## src/rtl/avalon_pkg.sv

```systemverilog
// Shared types and constants for the Avalon-MM master controller.
package avalon_pkg;

   typedef enum logic [1:0] {
      OP_READ  = 2'b00,
      OP_WRITE = 2'b01,
      OP_BURST = 2'b10,
      OP_RSVD  = 2'b11
   } op_e;

   localparam logic [1:0]  ST_OK      = 2'b00;
   localparam logic [1:0]  ST_ERR     = 2'b11;
   localparam logic [1:0]  ST_TIMEOUT = 2'b10;
   localparam logic [1:0]  RESP_ERR   = 2'b11;
   localparam logic [10:0] MAXADDR    = 11'h62C;

   typedef enum logic [3:0] {
      IDLE,
      RD_REQ,
      RD_DATA,
      WR_LOAD,
      WR_REQ,
      BST_LOAD,
      BST_DATA,
      BST_STALL,
      DONE,
      ERR,
      TOUT
   } state_e;

endpackage

```

## src/rtl/flex_counter.sv

```systemverilog
// Clearable up-counter that wraps to zero after rollover_val; the flag is high
// while the count equals rollover_val.
module flex_counter #(
   parameter int unsigned NUM_CNT_BITS = 4
) (
   input  logic                    clk,
   input  logic                    n_rst,
   input  logic                    clear,
   input  logic                    count_enable,
   input  logic [NUM_CNT_BITS-1:0] rollover_val,
   output logic [NUM_CNT_BITS-1:0] count_out,
   output logic                    rollover_flag
);

   always_ff @(posedge clk or negedge n_rst) begin
      if (!n_rst)
         count_out <= '0;
      else if (clear)
         count_out <= '0;
      else if (count_enable)
         count_out <= (count_out == rollover_val) ? '0 : count_out + NUM_CNT_BITS'(1);
   end

   assign rollover_flag = (count_out == rollover_val);

endmodule

```

## src/rtl/avalon_master_controller.sv

```systemverilog
// Avalon-MM initiator: single read, single write and write burst commands.
// Optional per-phase wait limit enabled with `define AVM_TIMEOUT_EN.
module avalon_master_controller
   import avalon_pkg::*;
#(
   parameter int unsigned ADDR_W         = 13,
   parameter int unsigned DATA_W         = 32,
   parameter int unsigned BCNT_W         = 10,
   parameter int unsigned TIMEOUT_CYCLES = 64
) (
   input  logic              clk,
   input  logic              n_rst,
   input  logic              cmd_valid,
   output logic              cmd_ready,
   input  logic [1:0]        cmd_op,
   input  logic [ADDR_W-1:0] cmd_address,
   input  logic [BCNT_W-1:0] cmd_burstcount,
   input  logic [DATA_W-1:0] wdata,
   input  logic              wdata_valid,
   output logic              wdata_ready,
   output logic [DATA_W-1:0] rdata,
   output logic              rdata_valid,
   output logic              done,
   output logic [1:0]        status,
   output logic              write,
   output logic              read,
   output logic              beginbursttransfer,
   output logic [BCNT_W-1:0] burstcount,
   output logic [ADDR_W-1:0] address,
   output logic [DATA_W-1:0] writedata,
   input  logic              end_wait,
   input  logic              readdatavalid,
   input  logic              writeresponsevalid,
   input  logic [1:0]        response,
   input  logic [DATA_W-1:0] readdata
);

   state_e            state, state_next;
   logic [ADDR_W-1:0] addr_r;
   logic [BCNT_W-1:0] bcnt_r;
   logic [BCNT_W-1:0] beat_cnt;
   logic              bst_started;
   logic              wr_acked;
   logic              accept;
   logic              slave_err;
   logic              last_beat;
   logic              wr_ack_now;
   logic              rd_capture;
   logic              tmo_hit;
   logic              unused_beat_wrap;

   assign accept     = cmd_valid && (state == IDLE);
   assign slave_err  = (response == RESP_ERR);
   assign last_beat  = (beat_cnt == bcnt_r - BCNT_W'(1));
   assign wr_ack_now = (state == WR_REQ) && end_wait && !wr_acked;
   assign rd_capture = ((state == RD_REQ) && end_wait && !slave_err && readdatavalid) ||
                       ((state == RD_DATA) && readdatavalid);

   flex_counter #(.NUM_CNT_BITS(BCNT_W)) u_beat_cnt (
      .clk           (clk),
      .n_rst         (n_rst),
      .clear         (accept),
      .count_enable  ((state == BST_DATA) && end_wait),
      .rollover_val  (bcnt_r),
      .count_out     (beat_cnt),
      .rollover_flag (unused_beat_wrap)
   );

`ifdef AVM_TIMEOUT_EN
   localparam int unsigned TMO_W = $clog2(TIMEOUT_CYCLES + 1);
   logic             in_wait;
   logic             tmo_flag;
   logic [TMO_W-1:0] unused_tmo_cnt;

   assign in_wait = state inside {RD_REQ, RD_DATA, WR_REQ, BST_DATA, BST_STALL};

   // Cleared in the cycle before a state change so each phase starts at zero.
   flex_counter #(.NUM_CNT_BITS(TMO_W)) u_tmo_cnt (
      .clk           (clk),
      .n_rst         (n_rst),
      .clear         ((state_next != state) || !in_wait),
      .count_enable  (in_wait),
      .rollover_val  (TMO_W'(TIMEOUT_CYCLES - 1)),
      .count_out     (unused_tmo_cnt),
      .rollover_flag (tmo_flag)
   );

   assign tmo_hit = tmo_flag && in_wait;
`else
   logic unused_tmo_cfg;
   assign unused_tmo_cfg = ^TIMEOUT_CYCLES;
   assign tmo_hit        = 1'b0;
`endif

   always_ff @(posedge clk or negedge n_rst) begin
      if (!n_rst) begin
         state       <= IDLE;
         addr_r      <= '0;
         bcnt_r      <= '0;
         bst_started <= 1'b0;
         wr_acked    <= 1'b0;
         writedata   <= '0;
         rdata       <= '0;
         rdata_valid <= 1'b0;
      end else begin
         state       <= state_next;
         rdata_valid <= 1'b0;
         if (accept) begin
            addr_r      <= cmd_address;
            bcnt_r      <= cmd_burstcount;
            bst_started <= 1'b0;
            wr_acked    <= 1'b0;
         end
         if (state == BST_DATA)
            bst_started <= 1'b1;
         if (wr_ack_now)
            wr_acked <= 1'b1;
         if (wdata_ready && wdata_valid)
            writedata <= wdata;
         if (rd_capture) begin
            rdata       <= readdata;
            rdata_valid <= 1'b1;
         end
      end
   end

   always_comb begin
      state_next = state;
      case (state)
         IDLE:
            if (accept) begin
               if ((cmd_op == OP_RSVD) || ((cmd_op == OP_BURST) && (cmd_burstcount == '0)))
                  state_next = ERR;
               else if (cmd_op == OP_READ)
                  state_next = RD_REQ;
               else if (cmd_op == OP_WRITE)
                  state_next = WR_LOAD;
               else
                  state_next = BST_LOAD;
            end
         RD_REQ:
            if (end_wait)
               state_next = slave_err ? ERR : (readdatavalid ? DONE : RD_DATA);
            else if (tmo_hit)
               state_next = TOUT;
         RD_DATA:
            if (readdatavalid)
               state_next = DONE;
            else if (tmo_hit)
               state_next = TOUT;
         WR_LOAD:
            if (wdata_valid)
               state_next = WR_REQ;
         // The write response may arrive with the accept or any cycle after it.
         WR_REQ:
            if (wr_ack_now && slave_err)
               state_next = ERR;
            else if ((wr_ack_now || wr_acked) && writeresponsevalid)
               state_next = DONE;
            else if (tmo_hit)
               state_next = TOUT;
         BST_LOAD:
            if (wdata_valid)
               state_next = BST_DATA;
         BST_DATA:
            if (end_wait) begin
               if (slave_err)
                  state_next = ERR;
               else if (last_beat)
                  state_next = DONE;
               else if (!wdata_valid)
                  state_next = BST_STALL;
            end else if (tmo_hit) begin
               state_next = TOUT;
            end
         BST_STALL:
            if (wdata_valid)
               state_next = BST_DATA;
            else if (tmo_hit)
               state_next = TOUT;
         DONE, ERR, TOUT:
            state_next = IDLE;
         default:
            state_next = IDLE;
      endcase
   end

   always_comb begin
      cmd_ready          = (state == IDLE);
      read               = (state == RD_REQ);
      write              = ((state == WR_REQ) && !wr_acked) || (state == BST_DATA);
      beginbursttransfer = (state == BST_DATA) && !bst_started;
      wdata_ready        = (state == WR_LOAD) || (state == BST_LOAD) || (state == BST_STALL) ||
                           ((state == BST_DATA) && end_wait && !slave_err && !last_beat);
      done               = (state == DONE) || (state == ERR) || (state == TOUT);
      status             = ST_OK;
      burstcount         = '0;
      address            = '0;
      case (state)
         RD_REQ, RD_DATA, WR_REQ: begin
            burstcount = BCNT_W'(1);
            address    = addr_r;
         end
         BST_DATA, BST_STALL: begin
            burstcount = bcnt_r;
            address    = addr_r + ADDR_W'(beat_cnt);
         end
         ERR:     status = ST_ERR;
         TOUT:    status = ST_TIMEOUT;
         default: ;
      endcase
   end

endmodule

```

## config.mk

```make
export PLATFORM = sky130hd
export DESIGN_NAME = avalon_master_controller
export DESIGN_NICKNAME = d
export VERILOG_FILES = /design/src/rtl/avalon_pkg.sv /design/src/rtl/flex_counter.sv /design/src/rtl/avalon_master_controller.sv
export SDC_FILE = /design/constraint.sdc
export NUM_CORES = 1
export LEC_CHECK = 0
export ABC_AREA = 0
export CAP_MARGIN = 20
export CORE_ASPECT_RATIO = 2
export CORE_UTILIZATION = 31
export CTS_CLUSTER_DIAMETER = 30
export DETAILED_ROUTE_END_ITERATION = 12
export GPL_TIMING_DRIVEN = 0
export PLACE_DENSITY = 0.6
export SLEW_MARGIN = 20
export SYNTH_ARGS = -nofsm -noshare
export SYNTH_HDL_FRONTEND = slang
export SYNTH_SLANG_ARGS = --single-unit
```

## constraint.sdc

```tcl
create_clock -name clk -period 4.1 [get_ports clk]
set_input_delay 1.23 -clock clk [delete_from_list [all_inputs] [get_ports clk]]
set_output_delay 1.23 -clock clk [all_outputs]
set_load 0.05 [all_outputs]
```

# Word-level counts from Yosys, hierarchy flattened
# Index checks and enable logic that the tools add are counted.
# W data, S select, Z words.
# word_totals
in_bits,98
n_memories,0
word_cells,102
mem_bits_rw,0
regBits,104
mem_bits_ro,0
latchBits,0
# classes
n_lt_le_gt_ge,0
n_div,0
shifts,0
mul,0
bitwise_logic,0
eq_ne,24
n_reduce_logical,39
n_mux,27
n_addsub,3
# op_table
cell,n
$mux W4,14
$mux W10,3
$pmux W4 S7,1
$pmux W13 S2,1
$eq A10 B10 Y1,2
$pmux W10 S2,1
$eq A4 B3 Y1 const B,4
$logic_and A1 B1 Y1,16
$add A13 B10 Y13,1
$eq A4 B4 Y1 const B,3
$add A10 B1 Y10 const B,1
$logic_not A10 Y1,1
$sub A10 B1 Y10 const B,1
$logic_or A1 B1 Y1,9
$eq A4 B2 Y1 const B,2
$reduce_and A8 Y1,1
$eq A2 B2 Y1 const B,3
$mux W3,2
$ne A2 B1 Y1 const B,3
$ne A2 B2 Y1 const B,3
$reduce_bool A2 Y1,3
$eq A4 B1 Y1 const B,1
$logic_not A1 Y1,4
$logic_not A4 Y1,1
8 further kinds,12

# Longest topological paths before layout
# depth
word_depth,8
ltp_mapped,11

# Cells and area by module
# From an unflattened synthesis, not the netlist that was laid out.
# unflattened
cells_unflattened,564
area_unflattened_um2,5743.0
# by_module_without_submodules
module,cells_each,area_each_um2,n_inst,seq_area_each_um2
avalon_master_controller,489,5018.6,1,2352.3
flex_counter,75,724.4,1,250.2

# Worst setup path after synthesis
# OpenSTA, ideal clock, no wires.
# synth_timing
path_kind,register -> output
from,register u_beat_cnt.count_out[0]
to,output address[10]
path_stages_with_launch,10
setup_slack_ps,-305
arrival_time_ps,3175
t_required_ps,2870
cell_sequence,dfrtp_1 ha_1 fa_1 a21o_1 a21oi_1 o21bai_1 a211o_1 a31oi_1 a21oi_1 o21ai_0
# synth_between
elab_chain_len,2
# synth_rtl
item,line_no,source
from (decl),flex_counter.sv:11,"output logic [NUM_CNT_BITS-1:0] count_out,"
from (signal assigned),flex_counter.sv:21,count_out <= (count_out == rollover_val) ? '0 : count_out + NUM_CNT_BITS'(1);
$add A13 B10 Y13,avalon_master_controller.sv:206,address = addr_r + ADDR_W'(beat_cnt);
$pmux W13 S2,avalon_master_controller.sv:199,case (state)
to (decl),avalon_master_controller.sv:29,"output logic [ADDR_W-1:0] address,"
# No other way between the ends.

# Worst setup path after layout
# layout_timing
from,register u_beat_cnt.count_out[0]
to,output address[8]
# The elaborated chain is that of the path after synthesis.

==> results.cfg <==
[synthesis]
avgSynthCellArea_um2 = 10.06
synthArstFlopShare = 1.000
synth-edff-count = 0
netlist_instances = 550
synth.distinct_cells = 59
synth_area_um2 = 5532
yosysWarnings = 0
synth-seq-cells = 104
syn-num-nets = 661
synth_seq_area_share = 0.4705
ys.flop_type = dfrtp_1

[sta]
whs_ns = 0.4741
hold_viol = 0
rsz0062_at_grt = true
worst_pin_slew_ns = 0.9269
setup_violations = 0
clock_skew_ns = 0.005019
fin_crit_ns = 4.041
fmax_mhz = 247.5
finalCritPeriodShare = 0.9856
max-slew-margin-rel = 0.3764
final_max_slew_viol_count = 0

[finish]
final_layout_size_suffix_gt1_frac = 0.1601
instances_no_fill = 972
nets = 868
areaGrowthSynthToFinish_pct = 47.75
n_antenna_cell = 0
fillCellCount = 1660

[critical_path]
cp_data_arrival_time_ns = 2.81
critPathKind = register to output port
critPathRequiredTime_ns = 2.87
crit_path_start_kind = register
crit_fanout = 2
critPathTopFamily = compound AO/OA/AOI/OAI gates
cp_cell_sequence = ha_4, fa_2, a21o_1, a21oi_2, o21bai_1, a211o_1, a31oi_1, xor2_1, o21ai_1, buf_6
cpMaxStageDelayCell = dfrtp_2
critPathCaptureType = output port
critPathBufInv = 1
max_stage_delay_ns = 0.45

[pwr]
cellInternalPower_mw = 3.521
p_leak_nw = 3.691
peakVddDrop_v = 0.0004086
clkPwrFrac = 0.130
sw_frac_of_total = 0.4846
power_frac_seq = 0.267
power_density_nw_per_um2 = 835.8
p_switching_mw = 3.310
combPwrFrac = 0.604

[cts]
cts-buffers-inserted = 9
clock_tree.root_cell = clkbuf_16
cts_max_level = 3
insertion_delay_ns = 0.35
clkTransAtPathRegs_ns = 0.07
cts_tree = built
clockBufferDepth = 2
cts.sinks = 104
cts_hold_buf = 0

[floorplan]
start_util = 0.3187
die_area_um2 = 18410
core.rowCount = 68
core_area_um2 = 17360
fp.dieH_um = 190.9
pin_count = 194
die_w_um = 96.46

[place]
port_buffers = 192
place_inst = 953
dp_hpwl_um = 13380
gp_congestion = 0.9332

[status]
status = finished, final reports clean

[global_routing]
antenna_found_initial = 0
grt_max_degree = 70
track_usage = 0.1944
grt_pass1_vias = 5395
grt_pass1_wl_um = 27050
gr-total-overflow = 0

[routing]
dr_total_vias = 4948
finalWirelength_um = 17300
first_pass_iters = 5
met2_length_um = 9866
wl_met1_um = 5717
routed.top_layer = met4
viasPerCell = 5.091
wl_met3_um = 992
final_antenna_net_count = 0
initialDrtViolationCount = 237
wl_per_cell_um = 17.80
drc = 0

[run]
cap_violations = 0

[min_path]
hold_path.class = register to register
==> logic make-up after synthesis <==
| group | after synthesis | share of synthesized area |
|---|---|---|
| compound gates | 89 | 0.1052 |
| xor+xnor | 24 | 0.03800 |
| fa+ha+maj | 13 | 0.03076 |
| buf+inv | 38 | 0.03483 |
| flops | 104 | 0.4705 |
| mux | 57 | 0.1359 |
| simple gates | 225 | 0.1848 |
==> synth_stat cells, types with 2 or more instances <==
| library cell | number | share of area |
|---|---|---|
| a21o_1 | 4 | 0.0054 |
| a31oi_1 | 6 | 0.0068 |
| xor2_1 | 15 | 0.024 |
| a211oi_1 | 3 | 0.0041 |
| and2_1 | 2 | 0.0023 |
| a22o_1 | 5 | 0.0079 |
| nor3_1 | 10 | 0.0090 |
| o31ai_1 | 4 | 0.0054 |
| nor2_1 | 27 | 0.018 |
| nand3_1 | 10 | 0.0090 |
| nand4_1 | 3 | 0.0034 |
| nor4_1 | 8 | 0.0090 |
| nand2b_1 | 5 | 0.0057 |
| a21oi_1 | 12 | 0.011 |
| or4_1 | 2 | 0.0027 |
| nand2_1 | 129 | 0.088 |
| o211ai_1 | 2 | 0.0027 |
| dfrtp_1 | 104 | 0.47 |
| o22ai_1 | 4 | 0.0045 |
| nand3b_1 | 2 | 0.0027 |
| clkbuf_8 | 2 | 0.0050 |
| o21ai_0 | 29 | 0.026 |
| mux2_4 | 30 | 0.081 |
| nor3b_1 | 2 | 0.0027 |
| o31a_1 | 2 | 0.0032 |
| ha_1 | 12 | 0.027 |
| o22a_1 | 2 | 0.0032 |
| o21ai_1 | 2 | 0.0018 |
| nor2b_1 | 4 | 0.0045 |
| and3_1 | 11 | 0.012 |
| xnor2_1 | 9 | 0.014 |
| clkbuf_1 | 19 | 0.013 |
| inv_1 | 11 | 0.0075 |
| buf_1 | 2 | 0.0014 |
| o21a_1 | 2 | 0.0027 |
| mux2i_1 | 2 | 0.0036 |
| mux2_2 | 25 | 0.051 |
| buf_6 | 4 | 0.0081 |
| o21bai_1 | 2 | 0.0027 |
| or3_1 | 2 | 0.0023 |
==> through the flow <==
step | setup TNS, ns | worst slack [ns] | power [mW] | instance area, um2 | utilization
after floorplan | 0 | 0.006938 | 4.552 | 5532 | -
after global placement | -235.66 | -2.247 | 5.851 | 7716 | 0.4446
after detailed placement | -3.917 | -0.5160 | 5.926 | 7745 | 0.4462
after CTS | 0 | 0.0006597 | 6.868 | 8113 | 0.4674
after global routing | -0.04700 | -0.04194 | 7.235 | 8173 | 0.4709
final | 0 | 0.05921 | 6.831 | 8173 | 0.4709
==> power groups by stage <==
stage / logic, mW / registers, mW / clock network (mW)
finish: 4.12 / 1.82 / 0.885
floorplan: 1.74 / 2.81 / 0
CTS: 4.13 / 1.82 / 0.923
global placement: 4.04 / 1.81 / 0
global route: 4.39 / 1.89 / 0.958
detailed placement: 4.09 / 1.83 / 0
==> layout by cell type, fill, tap and decap left out, drive strengths merged, types with 3 or more instances in the layout <==
master	Yosys	final
xnor2	9	9
a21oi	13	13
nand3	10	10
nand2	129	129
clkbuf	21	31
a31oi	6	6
a22o	5	5
clkdlybuf4s50	0	175
mux2	55	55
clkdlybuf4s15	0	8
nor2	27	27
and3	12	12
buf	6	18
nor2b	4	4
dfrtp	104	104
nand2b	5	5
ha	12	12
o31ai	4	4
nor4	9	9
nand4	3	3
a211oi	3	3
a21o	4	4
and2	4	4
clkinv	0	3
o21ai	32	32
nor3	10	10
or4	3	3
o22ai	4	4
xor2	15	15
inv	11	11
==> area by class of cell <==
cell class	count	area (um2)	area share
multi-input combinational	408	2825	0.3457
sequential	104	2606	0.3189
timing repair buffer	197	1987	0.2431
tap	210	262.8	0.03215
clock buffer	11	242.7	0.02970
buffer	26	151.4	0.01852
clock inverter	5	56.30	0.006889
inverter	11	41.29	0.005052
==> layer usage <==
layer	vias up	track usage
li1	2320	-
met2	199	0.3773
met5	-	0
met4	0	0.1069
met3	40	0.03500
met1	2389	0.1807
==> what timing repair did <==
item                       4_1_cts  5_1_grt
pin swaps                        3        7
setup endpoints to repair       16       12
gates resized for setup         84       10
hold endpoints to repair         0        0
buffers inserted                 3        1
==> sequential cells by signal (all words and copies together), names as in the netlist <==
name                  flops
bst_started               1
wr_acked                  1
u_beat_cnt.count_out     10
writedata                32
addr_r                   13
rdata                    32
state                     4
bcnt_r                   10
rdata_valid               1
==> worst register-to-register path: cells and delay by family, from the launching register on <==
| kind | cells | cell delay, ns |
|---|---|---|
| AO/OA/AOI/OAI | 4 | 0.62 |
| multiplexers | 1 | 0.33 |
| adder cells (fa/ha/maj) | 1 | 0.20 |
| buffers and inverters | 2 | 0.39 |
| flip-flops | 1 | 0.47 |
| AND/OR/NAND/NOR | 2 | 0.72 |
==> final timing paths <==
kind	end	slack (ns)	from	depth (start not counted)
max	address[8]	0.06	u_beat_cnt.count_out[0]	10
min	rdata[24]	0.47	rdata[24]	2
min in group asynchronous	rdata[23]	0.78	n_rst	1
max reg2reg	writedata[22]	1.27	bcnt_r[1]	10
min reg2reg	rdata[24]	0.47	rdata[24]	2
max in group asynchronous	u_beat_cnt.count_out[0]	2.63	n_rst	2
(Power assumes the default switching activity.)
